--- src/rtl/fetch_controller.sv ---
// Instruction fetch controller: walks a word-addressed ROM one instruction
// at a time. It presents each instruction until downstream accepts it, follows
// branch/jump redirects and raises a sticky fault on a misaligned redirect or
// when the ROM does not answer within TIMEOUT wait cycles.
module fetch_controller #(
  parameter logic [31:0] RESET_PC = 32'h0000_0000,
  parameter int          ADDR_W   = 12,
  parameter int          TIMEOUT  = 15
) (
  input  logic              clk,
  input  logic              rst,
  input  logic              stall,
  input  logic              redirect_valid,
  input  logic [31:0]       redirect_pc,
  output logic              rom_req,
  output logic [ADDR_W-1:0] rom_addr,
  input  logic              rom_ready,
  input  logic [31:0]       rom_rdata,
  output logic              instr_valid,
  output logic [31:0]       instr,
  output logic [31:0]       instr_pc,
  output logic [31:0]       pc,
  output logic              fault
);

  typedef enum logic [1:0] {
    IDLE,
    FETCH,
    DELIVER,
    FAULT
  } state_t;

  localparam logic [7:0] TIMEOUT_CNT = 8'(TIMEOUT);

  state_t      state;
  state_t      state_d;
  logic [31:0] pc_d;
  logic [31:0] instr_d;
  logic [31:0] instr_pc_d;
  logic        instr_valid_d;
  logic        fault_d;
  logic [7:0]  wait_cnt;
  logic [7:0]  wait_cnt_d;
  logic [7:0]  wait_cnt_inc;
  logic        redirect_aligned;

  // The request is a pure function of the state, so only one can ever be open.
  assign rom_req          = (state == FETCH);
  assign rom_addr         = pc[ADDR_W+1:2];
  assign wait_cnt_inc     = wait_cnt + 8'd1;
  assign redirect_aligned = (redirect_pc[1:0] == 2'b00);

  // Next-state and next-register values; a redirect overrides everything else.
  always_comb begin
    state_d       = state;
    pc_d          = pc;
    instr_d       = instr;
    instr_pc_d    = instr_pc;
    instr_valid_d = instr_valid;
    fault_d       = fault;
    wait_cnt_d    = wait_cnt;

    case (state)
      IDLE: begin
        state_d    = FETCH;
        wait_cnt_d = 8'd0;
      end
      FETCH: begin
        if (rom_ready) begin
          instr_d       = rom_rdata;
          instr_pc_d    = pc;
          instr_valid_d = 1'b1;
          state_d       = DELIVER;
        end else if (wait_cnt_inc == TIMEOUT_CNT) begin
          wait_cnt_d = wait_cnt_inc;
          fault_d    = 1'b1;
          state_d    = FAULT;
        end else begin
          wait_cnt_d = wait_cnt_inc;
        end
      end
      DELIVER: begin
        if (!stall) begin
          pc_d          = pc + 32'd4;
          instr_valid_d = 1'b0;
          wait_cnt_d    = 8'd0;
          state_d       = FETCH;
        end
      end
      FAULT: begin
        state_d = FAULT;
      end
      default: begin
        state_d = IDLE;
      end
    endcase

    if ((state != IDLE) && redirect_valid) begin
      instr_d       = instr;
      instr_pc_d    = instr_pc;
      instr_valid_d = 1'b0;
      if (redirect_aligned) begin
        pc_d       = redirect_pc;
        wait_cnt_d = 8'd0;
        fault_d    = 1'b0;
        state_d    = FETCH;
      end else begin
        pc_d       = pc;
        wait_cnt_d = wait_cnt;
        fault_d    = 1'b1;
        state_d    = FAULT;
      end
    end
  end

  // State and datapath registers with asynchronous active-low reset.
  always_ff @(posedge clk or negedge rst) begin
    if (!rst) begin
      state       <= IDLE;
      pc          <= RESET_PC;
      instr       <= 32'd0;
      instr_pc    <= 32'd0;
      instr_valid <= 1'b0;
      fault       <= 1'b0;
      wait_cnt    <= 8'd0;
    end else begin
      state       <= state_d;
      pc          <= pc_d;
      instr       <= instr_d;
      instr_pc    <= instr_pc_d;
      instr_valid <= instr_valid_d;
      fault       <= fault_d;
      wait_cnt    <= wait_cnt_d;
    end
  end

endmodule

--- config.mk ---
export PLATFORM = sky130hd
export DESIGN_NAME = fetch_controller
export DESIGN_NICKNAME = d
export VERILOG_FILES = /design/src/rtl/fetch_controller.sv
export SDC_FILE = /design/constraint.sdc
export NUM_CORES = 1
export LEC_CHECK = 0
export ABC_AREA = 1
export ABC_CLOCK_PERIOD_IN_PS = 2500
export CORE_MARGIN = 8
export CORE_UTILIZATION = 25
export DETAILED_ROUTE_END_ITERATION = 16
export PLACE_DENSITY = 0.6
export SLEW_MARGIN = 30
export SYNTH_ARGS = -nofsm -noshare
export SYNTH_HDL_FRONTEND = slang
export SYNTH_SLANG_ARGS = --single-unit
export TNS_END_PERCENT = 20
--- constraint.sdc ---
create_clock -name clk -period 2.5 [get_ports clk]
set_input_delay 0.375 -clock clk [delete_from_list [all_inputs] [get_ports clk]]
set_output_delay 0.375 -clock clk [all_outputs]
set_load 0.01 [all_outputs]
After elaboration in Yosys (flattened, before gate mapping)
Cells that the tools add are included.
{ "word_totals": {"ff_bits": 108, "latch_bits": 0, "ram_bits": 0, "romBits": 0, "output_inout_bits": 111, "memories": 0} }
{ "classes": {"n_addsub": 2, "multipliers": 0, "n_div": 0, "magnitude_cmp": 0, "n_eq_ne": 11, "n_shift": 0, "muxes": 24, "n_bitwise": 1, "reduce_logical": 15} }
{ "op_table": {"columns": ["operator", "count"], "rows": [
  ["$mux W32", 4],
  ["$add A32 B3 Y32 const B", 1],
  ["$mux W8", 4],
  ["$pmux W8 S3", 1],
  ["$reduce_and A3 Y1", 4],
  ["$mux W2", 5],
  ["$add A8 B1 Y8 const B", 1],
  ["$eq A8 B4 Y1 const B", 1],
  ["$mux W1", 8],
  ["$pmux W2 S4", 1],
  ["$reduce_bool A2 Y1", 4],
  ["$eq A2 B2 Y1 const B", 2],
  ["$logic_not A2 Y1", 2],
  ["$ne A2 B1 Y1 const B", 2],
  ["$ne A4 B1 Y1 const B", 1],
  ["$reduce_and A4 Y1", 1],
  ["$reduce_bool A4 Y1", 1],
  ["$ne A3 B1 Y1 const B", 1],
  ["$ne A3 B2 Y1 const B", 1],
  ["$ne A3 B3 Y1 const B", 1],
  ["$reduce_bool A3 Y1", 1],
  ["$eq A2 B1 Y1 const B", 1],
  ["$ne A2 B2 Y1 const B", 1],
  ["$pmux W1 S2", 1],
  ["other kinds (3)", 3]
]} }

Logic depth before layout (Yosys ltp)
{ "logic_depth": {"ltp_word": 6, "mapped_depth": 12, "mapped_depth_nobuf": 12} }

Least setup slack after synthesis
OpenSTA, ideal clock, no wires.
{ "synth_timing": {"kind": "register to register", "start": "register state[1]", "end": "register instr_pc[15]", "setup_ns": 0.130, "t_arrival_ns": 1.686, "required_ns": 2.370, "setup_slack_ns": 0.684, "stages_incl_launch_ff": 10, "cell_sequence": "dfrtp_1 inv_1 ha_1 inv_1 nor3_4 inv_2 buf_6 buf_2 nand2_1 o21ai_1"} }
{ "synth_lines": {"columns": ["element", "line", "text"], "rows": [
  ["start, declared", "35", "state_t state;"],
  ["start signal, assigned", "127", "state <= state_d;"],
  ["$eq A2 B1 Y1", null, null],
  ["named net rom_req", "15", "output logic rom_req,"],
  ["$reduce_and A3 Y1 (no line)", null, null],
  ["end signal, assigned", "130", "instr_pc <= instr_pc_d;"],
  ["end, declared", "21", "output logic [31:0] instr_pc,"]
]} }
The timed path passes the listed nets, and every way through them passes these cells.
A chain may end at the register's enable or synchronous reset.

Final worst setup path
{ "layout_timing": {"start": "register state[1]", "end": "output rom_req"} }
{ "layout_between": {"elab_chain_len": 1} }
{ "layout_lines": {"columns": ["element", "line", "text"], "rows": [
  ["$eq A2 B1 Y1", "48", "assign rom_req = (state == FETCH);"],
  ["end, declared", "15", null]
]} }
Every way passes these cells.

==> summary.md <==
| Metric | Value |
|---|---|
| Cells after synthesis | 720 |
| Die Width | 164 microns |
| Most used flip-flop cell after synthesis | sky130_fd_sc_hd__dfrtp_1 |
| CP required | 2.12 ns |
| Layout cells sized above 1 | 0.0448 |
| Num ports | 180 |
| CP startpoint kind | flip-flop |
| Final TNS setup | 0 ns |
| Critical R2R Launch | state[0] |
| Via Count | 5,291 |
| Net count reported at finish | 963 |
| Max-cap check violation count | 0 |
| Number of buffers and inverters on the critical path | 2 |
| Number of synthesis warnings | 0 |
| Fmax | 484 MHz |
| Post-detailed-routing wire length | 19,100 microns |
| Arrival time at the worst endpoint | 1.69 ns |
| Core region area | 0.0216 sq mm |
| Static leakage power | 3.56 nW |
| Initial core utilization | 0.252 |
| Post-cts hold buffer count | 0 |
| Final number of hold-violating endpoints | 0 |
| Peak fanout along the critical path | 6 |
| Pre-antenna DRT Iters | 6 |
| Initial antenna violation count | 1 |
| TritonCTS Sinks | 108 |
| RSZ-0062 raised after global routing | false |
| Synthesized cell area | 0.00546 sq mm |
| Time the worst path needs with I/O delays and setup | 2.07 ns |
| Status | finished clean |
| Number of storage elements in the synthesis netlist | 108 |
| Routed length per placed instance | 16.3 microns |
| Largest clock skew in the final design | 0.00663 ns |
| Total GRT Usage | 0.142 |
| Placement Rows | 54 |
| Type of the worst setup path | flip-flop to output port |
| Port bufs | 179 |
| Post-CTS Setup Repair Bufs | 0 |
| Length in cells of the worst reg-to-reg path | 11 |
| Area share of the largest cell type after synthesis | 0.495 |
| Avg Inst Size Synth | 7.58 sq um |
| Final setup margin | 0.434 ns |
| Actual slew at the worst max-slew pin | 0.666 ns |
| Number of H-tree levels | 3 |
| TritonCTS clock tree | yes |
| Number of standard cells in the final layout excluding fillers | 1,172 |
| Cell types with the highest counts after synthesis | sky130_fd_sc_hd__nand2_1, sky130_fd_sc_hd__dfrtp_1, sky130_fd_sc_hd__nor2_1 |
| Max IR drop VDD | 0.560 mV |
| Class of the worst hold path | input port to async pin |
| Final worst-path cycle share | 0.826 |
| Chip height | 164 microns |
| Critical-path cell with the highest stage delay | sky130_fd_sc_hd__clkdlybuf4s50_1 |
| Top delay family on crit path | buffers and inverters |
| Number of buffers on the longest clock path | 2 |
| Post-Place Cells | 1,156 |
| Worst R2R Setup Slack | 0.51 ns |
| Synth unique cells | 29 |
| Inserted Clock Buffers | 9 |
| Area contributors post-synth | sky130_fd_sc_hd__dfrtp_1, sky130_fd_sc_hd__nand2_1, sky130_fd_sc_hd__nor2_1 |
| CP Capture Type | output port |
| Delay contributed by the slowest stage of the critical path | 0.56 ns |
| Count of flip-flops with a built-in enable after synthesis | 0 |
| Floorplan die area | 0.0268 sq mm |
| Final Wtd Congestion | 0.902 |
| Most used standard cell by instance count after synthesis | sky130_fd_sc_hd__nand2_1 |
| Filler Cells Inserted | 2,278 |
| Layout-stage area growth over the synthesis result | 43.4% |
| Wire length of the first global-routing pass | 29,800 microns |
| Normalized max-slew margin | 0.556 |
| Power Density | 1120 mW/mm^2 |
| Diode insertion count for antenna repair | 0 |
| Share of synthesized area occupied by flip-flops and latches | 0.495 |
| Net count after synthesis | 796 |
| Total setup violations reported at the end of the flow | 0 |
| CTS Root Cell | sky130_fd_sc_hd__clkbuf_16 |
| Number of global-route vias before repair | 5,202 |
| DR DRC count | 0 |
| Antenna Nets Post-Route | 0 |
| Pin count of the biggest net entering global routing | 96 |
| Worst-Skew Late Latency | 0.35 ns |
| Setup Slack @ Placement | 0.420 ns |
| Number of cells upsized or downsized after cts | 0 |
| CP startpoint | state[1] |
| Async SR Flop Fraction | 1.00 |
| Fin. max-slew vios | 0 |
| Detailed placer's ending HPWL | 14,300 microns |
| Global route total overflow | 0 |
| Number of design-rule violations left by the first detailed-router iteration | 433 |
| Most area-hungry cell type in the Yosys netlist | sky130_fd_sc_hd__dfrtp_1 |
| Levels on crit path | 3 |
| Minimum hold slack | 0.0475 ns |
| CTS clk-pin slew, worst paths | 0.07 ns |
| Vias per Instance | 4.51 |
| Sequence of cells on the critical path | inv_1 > ha_1 > clkdlybuf4s50_1 |
-- worst register-to-register path: cells and delay by family (launching register included) --
kind | cells | cell delay, ns
AO/OA/AOI/OAI | 2 | 0.27
adder cells (fa/ha/maj) | 1 | 0.22
buffers and inverters | 4 | 0.57
flip-flops | 1 | 0.43
AND/OR/NAND/NOR | 4 | 0.39
-- cell type report --
type / instances / area (sq um) / area share
sequential: 108 / 2700 / 0.345
clock buffer: 11 / 253 / 0.0323
multi-input combinational: 508 / 2290 / 0.293
inverter: 67 / 251 / 0.0321
clock inverter: 5 / 58.8 / 0.00751
tap: 280 / 350 / 0.0448
timing repair buffer: 193 / 1920 / 0.245
-- state kept, by name, summed over array words and instances, names as in the netlist --
name and flops:
pc 32, wait_cnt 8, state 2, instr_valid 1
instr 32, fault 1, instr_pc 32
-- cell usage in the layout (no fill, tap or decap), types with 4 or more instances in the layout --
cell / instances
sky130_fd_sc_hd__nand2_1: 253
sky130_fd_sc_hd__clkdlybuf4s50_1: 178
sky130_fd_sc_hd__dfrtp_1: 108
sky130_fd_sc_hd__nor2_1: 74
sky130_fd_sc_hd__inv_1: 63
sky130_fd_sc_hd__o21ai_0: 48
sky130_fd_sc_hd__nand3_1: 37
sky130_fd_sc_hd__o21ai_1: 22
sky130_fd_sc_hd__a21oi_1: 14
sky130_fd_sc_hd__buf_4: 13
sky130_fd_sc_hd__o22ai_1: 11
sky130_fd_sc_hd__nand4_1: 9
sky130_fd_sc_hd__nor3_1: 9
sky130_fd_sc_hd__clkbuf_16: 9
sky130_fd_sc_hd__ha_1: 7
sky130_fd_sc_hd__xor2_1: 6
sky130_fd_sc_hd__inv_2: 4
sky130_fd_sc_hd__a31oi_1: 4
sky130_fd_sc_hd__a22oi_1: 4
-- metrics by stage --
step	cell area [sq um]	power [W]	utilization
floorplan	5460	0.00494	-
global placement	7520	0.00731	0.348
detailed placement	7520	0.00734	0.348
CTS	7830	0.00891	0.362
global route	7830	0.00943	0.362
finish	7830	0.00876	0.362
-- worst paths after layout --
kind                                 to
max reg2reg                      pc[18]
min reg2reg                   instr[18]
max in group asynchronous  instr_pc[19]
min in group clk              instr[18]
min                           instr[13]
max                             rom_req
-- per-layer routing --
| metal | vias to the layer above | GRT usage | wire [microns] |
|---|---|---|---|
| li1 | 2620 | - | - |
| met2 | 211 | 0.218 | 8230 |
| met5 | - | 0 | 13 |
| met4 | 2 | 0.0277 | 149 |
| met3 | 13 | 0.0481 | 1850 |
| met1 | 2445 | 0.193 | 8800 |
-- cell families (layout without fill, tap and decap cells) --
group	count (synthesis)	after routing	synth area share
compound gates	107	107	0.105
xor+xnor	6	6	0.00963
fa+ha+maj	7	7	0.0160
buf+inv	104	276	0.0848
flops	108	108	0.495
simple gates	388	388	0.289
-- report_power, final --
| part | switching (W) | leakage [nW] | total (W) | internal (W) |
|---|---|---|---|---|
| logic | 0.00198 | 2.06 | 0.00404 | 0.00206 |
| clock network | 0.000681 | 0.148 | 0.00152 | 0.000835 |
| registers | 0.000723 | 1.35 | 0.00321 | 0.00249 |
| total | 0.00338 | 3.56 | 0.00876 | 0.00538 |
Power figures use the tool's default switching activity.
